<file path="src/rtl/sram_arbiter_pkg.sv">
// Shared types for the two-requester SRAM arbiter.
// Build option: define SRAM_ARBITER_FIXED_PRIO_EN for fixed priority (m0 always wins).
package sram_arbiter_pkg;

    // Arbitration state: names the requester served most recently.
    typedef enum logic {
        LAST_M0 = 1'b0,
        LAST_M1 = 1'b1
    } arb_state_e;

    // Which requester the response in flight belongs to.
    typedef enum logic {
        OWNER_M0 = 1'b0,
        OWNER_M1 = 1'b1
    } owner_e;

endpackage

</file>
<file path="src/rtl/rr_arbiter2.sv">
// Two-input grant logic for sram_arbiter.
// Default build: round-robin FSM (LAST_M0 / LAST_M1).
// Build option SRAM_ARBITER_FIXED_PRIO_EN: fixed priority to input 0, no FSM.
// Grants are combinational from the requests and are forced low while rst_n is low.
module rr_arbiter2
    import sram_arbiter_pkg::*;
(
    input  logic clk,
    input  logic rst_n,
    input  logic req0,
    input  logic req1,
    output logic gnt0,
    output logic gnt1
);

`ifdef SRAM_ARBITER_FIXED_PRIO_EN

    // Fixed priority: input 0 always wins, input 1 only gets the idle slots.
    always_comb begin
        gnt0 = rst_n & req0;
        gnt1 = rst_n & req1 & ~req0;
    end

`else

    arb_state_e state;
    arb_state_e state_next;

    // State register; reset leaves m1 as "last served" so m0 wins the first contention.
    always_ff @(posedge clk) begin
        // NOTE: sequential state uses non-blocking assignments so every flop samples pre-edge values.
        if (!rst_n) begin
            state <= LAST_M1;
        end else begin
            state <= state_next;
        end
    end

    // Grant selection and next state: the requester not named by the state wins a tie.
    always_comb begin
        // NOTE: every output gets a default first so no path can infer a latch.
        gnt0       = 1'b0;
        gnt1       = 1'b0;
        state_next = state;
        if (rst_n) begin
            if (req0 && req1) begin
                gnt0 = (state == LAST_M1);
                gnt1 = (state == LAST_M0);
            end else begin
                gnt0 = req0;
                gnt1 = req1;
            end
            if (gnt0) begin
                state_next = LAST_M0;
            end else if (gnt1) begin
                state_next = LAST_M1;
            end
        end
    end

`endif

endmodule

</file>
<file path="src/rtl/sram_arbiter.sv">
// Two-requester arbiter in front of port A of an sram_dualport (port B stays free).
// One access per cycle; every accepted access gets one rvalid pulse one cycle later.
// Build option: SRAM_ARBITER_FIXED_PRIO_EN selects fixed priority (m0 always wins).
module sram_arbiter
    import sram_arbiter_pkg::*;
#(
    parameter int DATAWIDTH    = 32,
    parameter int ADDRWIDTH    = 14,
    parameter int BYTE_ENABLES = DATAWIDTH / 8
) (
    input  logic                    clk,
    input  logic                    rst_n,

    input  logic                    m0_req,
    output logic                    m0_gnt,
    input  logic [ADDRWIDTH-1:0]    m0_addr,
    input  logic                    m0_we,
    input  logic [BYTE_ENABLES-1:0] m0_be,
    input  logic [DATAWIDTH-1:0]    m0_wdata,
    output logic                    m0_rvalid,
    output logic [DATAWIDTH-1:0]    m0_rdata,

    input  logic                    m1_req,
    output logic                    m1_gnt,
    input  logic [ADDRWIDTH-1:0]    m1_addr,
    input  logic                    m1_we,
    input  logic [BYTE_ENABLES-1:0] m1_be,
    input  logic [DATAWIDTH-1:0]    m1_wdata,
    output logic                    m1_rvalid,
    output logic [DATAWIDTH-1:0]    m1_rdata,

    output logic [ADDRWIDTH-1:0]    sram_addr,
    output logic                    sram_we,
    output logic [BYTE_ENABLES-1:0] sram_be,
    output logic [DATAWIDTH-1:0]    sram_d,
    input  logic [DATAWIDTH-1:0]    sram_q
);

    logic   gnt0;
    logic   gnt1;
    logic   rvalid_q;
    owner_e owner_q;
    logic   rsp_live;

    rr_arbiter2 u_arb (
        .clk   (clk),
        .rst_n (rst_n),
        .req0  (m0_req),
        .req1  (m1_req),
        .gnt0  (gnt0),
        .gnt1  (gnt1)
    );

    assign m0_gnt = gnt0;
    assign m1_gnt = gnt1;

    // Steer the granted requester onto SRAM port A; no grant means no write.
    always_comb begin
        sram_addr = m0_addr;
        sram_be   = m0_be;
        sram_d    = m0_wdata;
        sram_we   = 1'b0;
        if (gnt1) begin
            sram_addr = m1_addr;
            sram_be   = m1_be;
            sram_d    = m1_wdata;
            sram_we   = m1_we;
        end else if (gnt0) begin
            sram_we   = m0_we;
        end
    end

    // Response tracking: one pulse per grant, tagged with the requester that was served.
    always_ff @(posedge clk) begin
        if (!rst_n) begin
            rvalid_q <= 1'b0;
            owner_q  <= OWNER_M0;
        end else begin
            rvalid_q <= gnt0 | gnt1;
            if (gnt0 || gnt1) begin
                owner_q <= gnt1 ? OWNER_M1 : OWNER_M0;
            end
        end
    end

    // A response still in flight when reset arrives is dropped, so rvalid is gated by rst_n.
    assign rsp_live  = rvalid_q & rst_n;
    assign m0_rvalid = rsp_live & (owner_q == OWNER_M0);
    assign m1_rvalid = rsp_live & (owner_q == OWNER_M1);
    assign m0_rdata  = m0_rvalid ? sram_q : '0;
    assign m1_rdata  = m1_rvalid ? sram_q : '0;

endmodule

</file>
<file path="config.mk">
export PLATFORM = sky130hd
export DESIGN_NAME = sram_arbiter
export DESIGN_NICKNAME = d
export VERILOG_FILES = /design/src/rtl/sram_arbiter_pkg.sv /design/src/rtl/rr_arbiter2.sv /design/src/rtl/sram_arbiter.sv
export SDC_FILE = /design/constraint.sdc
export NUM_CORES = 1
export LEC_CHECK = 0
export CORE_AREA = 2 2 99 101
export DETAILED_ROUTE_END_ITERATION = 6
export DIE_AREA = 0 0 101 103
export PLACE_DENSITY_LB_ADDON = 0.15
export SLEW_MARGIN = 20
export SYNTH_ARGS = -nofsm -noshare
export SYNTH_HDL_FRONTEND = slang
export SYNTH_HIERARCHICAL = 1
export SYNTH_SLANG_ARGS = --single-unit
</file>
<file path="constraint.sdc">
create_clock -name clk -period 2.16 [get_ports clk]
set_clock_uncertainty 0.1 [all_clocks]
set_input_delay 0.216 -clock clk [delete_from_list [all_inputs] [get_ports clk]]
set_output_delay 0.216 -clock clk [all_outputs]
set_load 0.02 [all_outputs]
</file>
Yosys cells after proc, flatten, opt, wreduce, memory -nomap -nowiden
Index checks and enable logic that the tools add are counted.
{ "totals": {"memories": 0, "ramBits": 0, "latchBits": 0, "rom_bits": 0, "ff_bits": 3, "word_cells": 28, "out_inout_bits": 119} }
{ "classes": {"n_eq_ne": 0, "muxes": 16, "n_div": 0, "n_reduce_logical": 3, "bitwise_logic": 6, "order_cmp": 0, "add_sub_neg": 0, "mul": 0, "n_shift": 0} }
{ "op_table": {"columns": ["cell", "count"], "rows": [
  ["$mux W32", 3],
  ["$mux W14", 1],
  ["$mux W1", 11],
  ["$mux W4", 1],
  ["$and A1 B1 Y1", 3],
  ["$not A1 Y1", 2],
  ["$reduce_bool A2 Y1", 1],
  ["$logic_and A1 B1 Y1", 1],
  ["$logic_or A1 B1 Y1", 1],
  ["$or A1 B1 Y1", 1]
]} }

Logic depth before layout (Yosys ltp)
{ "logic_depth": {"word_depth": 6, "depth_mapped": 6, "mapped_depth_nobuf": 4} }

Hierarchy
The synthesis kept the hierarchy.
{ "by_module_without_submodules": {"columns": ["module", "seq_area_each_um2", "instances", "cells_per_inst", "area_per_inst_um2"], "rows": [
  ["sram_arbiter", 40.0, 1, 176, 1348.8],
  ["rr_arbiter2", 20.0, 1, 7, 52.6]
]} }

Worst setup path before layout
Ideal clock, no wire load.
{ "synth_path": {"path_kind": "register to output", "startpoint": "register u_arb.state", "endpoint": "output port sram_d[23]", "required_ns": 1.844, "stages_incl_launch_ff": 5, "slack_ns": 0.386, "t_arrival_ns": 1.458, "path_cell_list": "dfxtp_1 -> a21oi_1 -> buf_6 -> buf_6 -> mux2_4"} }
{ "synth_between": {"elab_chain_cells": 5} }
{ "synth_rtl": {"columns": ["element", "line_no", "text"], "rows": [
  ["from (decl)", "rr_arbiter2.sv:26", "arb_state_e state;"],
  ["from (signal assigned)", "rr_arbiter2.sv:35", "state <= state_next;"],
  ["$not A1 Y1", "rr_arbiter2.sv:48", "gnt1 = (state == LAST_M0);"],
  ["$mux W1", "rr_arbiter2.sv:46", "if (req0 && req1) begin"],
  ["$mux W1 (2 in series)", "rr_arbiter2.sv:45", "if (rst_n) begin"],
  ["net m1_gnt", "sram_arbiter.sv:24", "output logic m1_gnt,"],
  ["$mux W32", "sram_arbiter.sv:63", "if (gnt1) begin"],
  ["to (decl)", "sram_arbiter.sv:35", "output logic [DATAWIDTH-1:0] sram_d,"]
]} }
The timed path passes the listed nets, and every way through them passes these cells. The select of a mux whose other input is x is not followed.

Worst setup path after layout
{ "layout_path": {"startpoint": "input port m0_req", "endpoint": "output port sram_d[28]"} }
{ "layout_between": {"elab_chain_cells": 5} }
{ "layout_rtl": {"columns": ["element", "line_no", "text"], "rows": [
  ["from (decl)", "sram_arbiter.sv:14", "input logic m0_req,"],
  ["$logic_and A1 B1 Y1", "rr_arbiter2.sv:46", null],
  ["$mux W1", "rr_arbiter2.sv:46", null],
  ["$mux W1 (2 in series)", "rr_arbiter2.sv:45", null],
  ["$mux W32", "sram_arbiter.sv:63", null]
]} }
Every way passes these cells. The select of a mux whose other input is x is not followed.

==> results.sh <==
export IMPL_synth_fp_nets=321
export IMPL_root_buffer="clkbuf_8"
export IMPL_stdcell_area_um2=4100
export IMPL_vias=2312
export IMPL_n_fill_cell=979
export IMPL_antenna_found_initial=1
export IMPL_io_buffers=256
export IMPL_h_tree_depth=1
export IMPL_io_pins=257
export IMPL_clk_latency_ps=210
export IMPL_hold_buffers=0
export IMPL_nNetsFinal=597
export IMPL_path_max_fanout=6
export IMPL_dr_pass1_iters=4
export IMPL_min_delay_path_class="input port to flip-flop"
export IMPL_slowest_delay_ps=460
export IMPL_yosys_area_top_type_share_pct=49.3
export IMPL_seq_area_um2=60.1
export IMPL_routed_wl_um=8210
export IMPL_wire_per_inst_um=14.3
export IMPL_multiInputGateArea_um2=1190
export IMPL_cts_buffers=3
export IMPL_place_area_um2=4090
export IMPL_start_util_pct=14.8
export IMPL_fp_coreArea_um2=9460
export IMPL_crit_chain="clkdlybuf4s50_1 > a21oi_4 > buf_12 > buf_6 > mux2_2 > clkdlybuf4s15_1"
export IMPL_cap_violations=0
export IMPL_grt_pass1_wl_um=11300
export IMPL_first_global_vias=2200
export IMPL_p_total_mw=1.00
export IMPL_setup_worst_path_class="input port to primary output"
export IMPL_drive_gt1_share_pct=29.3
export IMPL_yosys_area_top_type="mux2_4"
export IMPL_synth_cell_types=16
export IMPL_drv_slew=0
export IMPL_leakagePower_nw=2.03
export IMPL_area_growth_pct=192
export IMPL_fin_setup_tns_ps=0
export IMPL_ant_nets=0
export IMPL_synth_area_um2=1400
export IMPL_crit_slowest_cell="clkdlybuf4s50_1"
export IMPL_p_per_area_nw_per_um2=245
export IMPL_fp_dieH_um=103
export IMPL_run_status="completed"
export IMPL_vias_per_cell=4.03
export IMPL_cp_end_kind="primary output"
export IMPL_setup_viol=0
export IMPL_fmax_mhz=480
export IMPL_synthCells=183
export IMPL_gp_congestion=0.706
export IMPL_dieWidth_um=101
export IMPL_clk_pin_slew_worst_paths_ps=30
export IMPL_cts_tree="built"
export IMPL_required_ps=1840
export IMPL_post_route_period_util_pct=96.5
export IMPL_drc=0
export IMPL_grt_max_degree=34
export IMPL_hold_violations=0
export IMPL_syn_area_per_cell_um2=7.66
export IMPL_dp_hpwl_um=6630
export IMPL_initialDrtViolationCount=16
export IMPL_tightest_slew_ps=254
export IMPL_critPathArrivalTime_ps=1770
export IMPL_die_area_um2=10400
export IMPL_startpoint_type="input port"
export IMPL_slew_headroom_pct=83.1
export IMPL_clock_path_buffers=2
export IMPL_yosysSeqAreaShare_pct=4.29
export IMPL_finalCriticalPeriod_ps=2080
export IMPL_yosys_warnings=6
export IMPL_post_route_util_pct=43.3
export IMPL_grt_overflow=0
export IMPL_rows=36
export IMPL_ys_top_cells_by_area="mux2_4 49%, nor2_1 18%, nand2_1 9.6%, buf_12 5.7%, dfxtp_1 4.3%"
export IMPL_ys_seq_elements=3
export IMPL_fin_hold_ws_ps=228
export IMPL_track_usage_pct=13.8
export IMPL_cts_sinks=3
export IMPL_ir_drop_v=0.000123
-- cell type report --
cell class	instances	area share, %
antenna	1	0.0611
inverter	1	0.0916
sequential	3	1.47
timing repair buffer	288	64.7
clock buffer	4	1.10
multi-input combinational	162	29.1
tap	114	3.48
-- cells in the mapped netlist --
| cell | n |
|---|---|
| buf_6 | 2 |
| nand3_1 | 1 |
| a21oi_1 | 1 |
| nand2b_1 | 3 |
| and3_1 | 1 |
| inv_1 | 1 |
| nor2_1 | 66 |
| o21ai_0 | 1 |
| mux2_2 | 4 |
| nor2b_1 | 1 |
| buf_2 | 11 |
| mux2_4 | 46 |
| nand2_1 | 36 |
| o21a_1 | 2 |
| dfxtp_1 | 3 |
| buf_12 | 4 |
-- power by group --
part	leakage, nW	total, mW	internal, mW	switching (mW)
logic	1.98	0.782	0.473	0.309
registers	0.0248	0.0631	0.0597	0.00337
clock network	0.0228	0.160	0.126	0.0343
total	2.03	1.00	0.659	0.346
-- worst paths after layout --
path,slack (ps),start,depth (start not counted),end
worst max-delay path,80,m0_req,6,sram_d[28]
worst min-delay path,230,m1_req,3,u_arb/state
worst max register to register,760,u_arb/state,6,rvalid_q
worst min register to register,460,u_arb/state,2,u_arb/state
-- flip-flops by register name (all words and copies together), names as in the netlist --
register,cells
owner_q,1
rvalid_q,1
u_arb/state,1
-- layout by cell type, fill, tap and decap left out, types with 2 or more instances in the layout --
cell type        instances
mux2_2                   4
dfxtp_1                  3
buf_4                   21
mux2_4                  46
nand2_1                 35
buf_2                   36
o21a_1                   2
nand2b_1                 3
nor2_1                  66
buf_6                    5
clkbuf_8                 3
buf_12                   6
clkdlybuf4s15_2         10
clkdlybuf4s15_1          2
clkdlybuf4s50_1        138
dlygate4sd2_1           68
-- repair_timing --
item                                    in CTS  in global routing
cloned                                       1                  0
endpoints found under the hold margin        0                  0
gates resized for setup                    252                 14
buffers inserted                            11                 13
pin swaps                                    0                  1
endpoints found under the setup margin     116                 28
-- through the flow --
| step | cells | worst slack, ps |
|---|---|---|
| 6_report | 573 | 75.0 |
| 3_5_place_dp | 545 | -347 |
| 3_3_place_gp | 545 | -324 |
| 5_1_grt | 573 | -1.23 |
| 2_1_floorplan | 183 | 386 |
| 4_1_cts | 561 | -23.4 |
-- cell families (layout without fill, tap and decap cells) --
kind of cell	after synthesis	after routing	share of synthesized area, %
multiplexers	50	50	52.5
flip-flops	3	3	4.29
other	0	1	0
AO/OA/AOI/OAI	4	4	1.78
AND/OR/NAND/NOR	108	108	29.9
buffers and inverters	18	293	11.5
-- layer usage --
metal | global-route usage, % | vias to the layer above | routed length (um)
li1 | - | 1142 | -
met1 | 13.4 | 1020 | 2870
met2 | 27.6 | 148 | 4290
met3 | 5.97 | 2 | 1040
met4 | 1.98 | 0 | 16
met5 | 0 | - | 0
-- critical path, delay by kind of cell --
family / cells / cell delay, ps
buffers and inverters: 4 / 1010
muxes: 1 / 330
AOI/OAI and AO/OA: 1 / 210
Power figures use the tool's default switching activity.
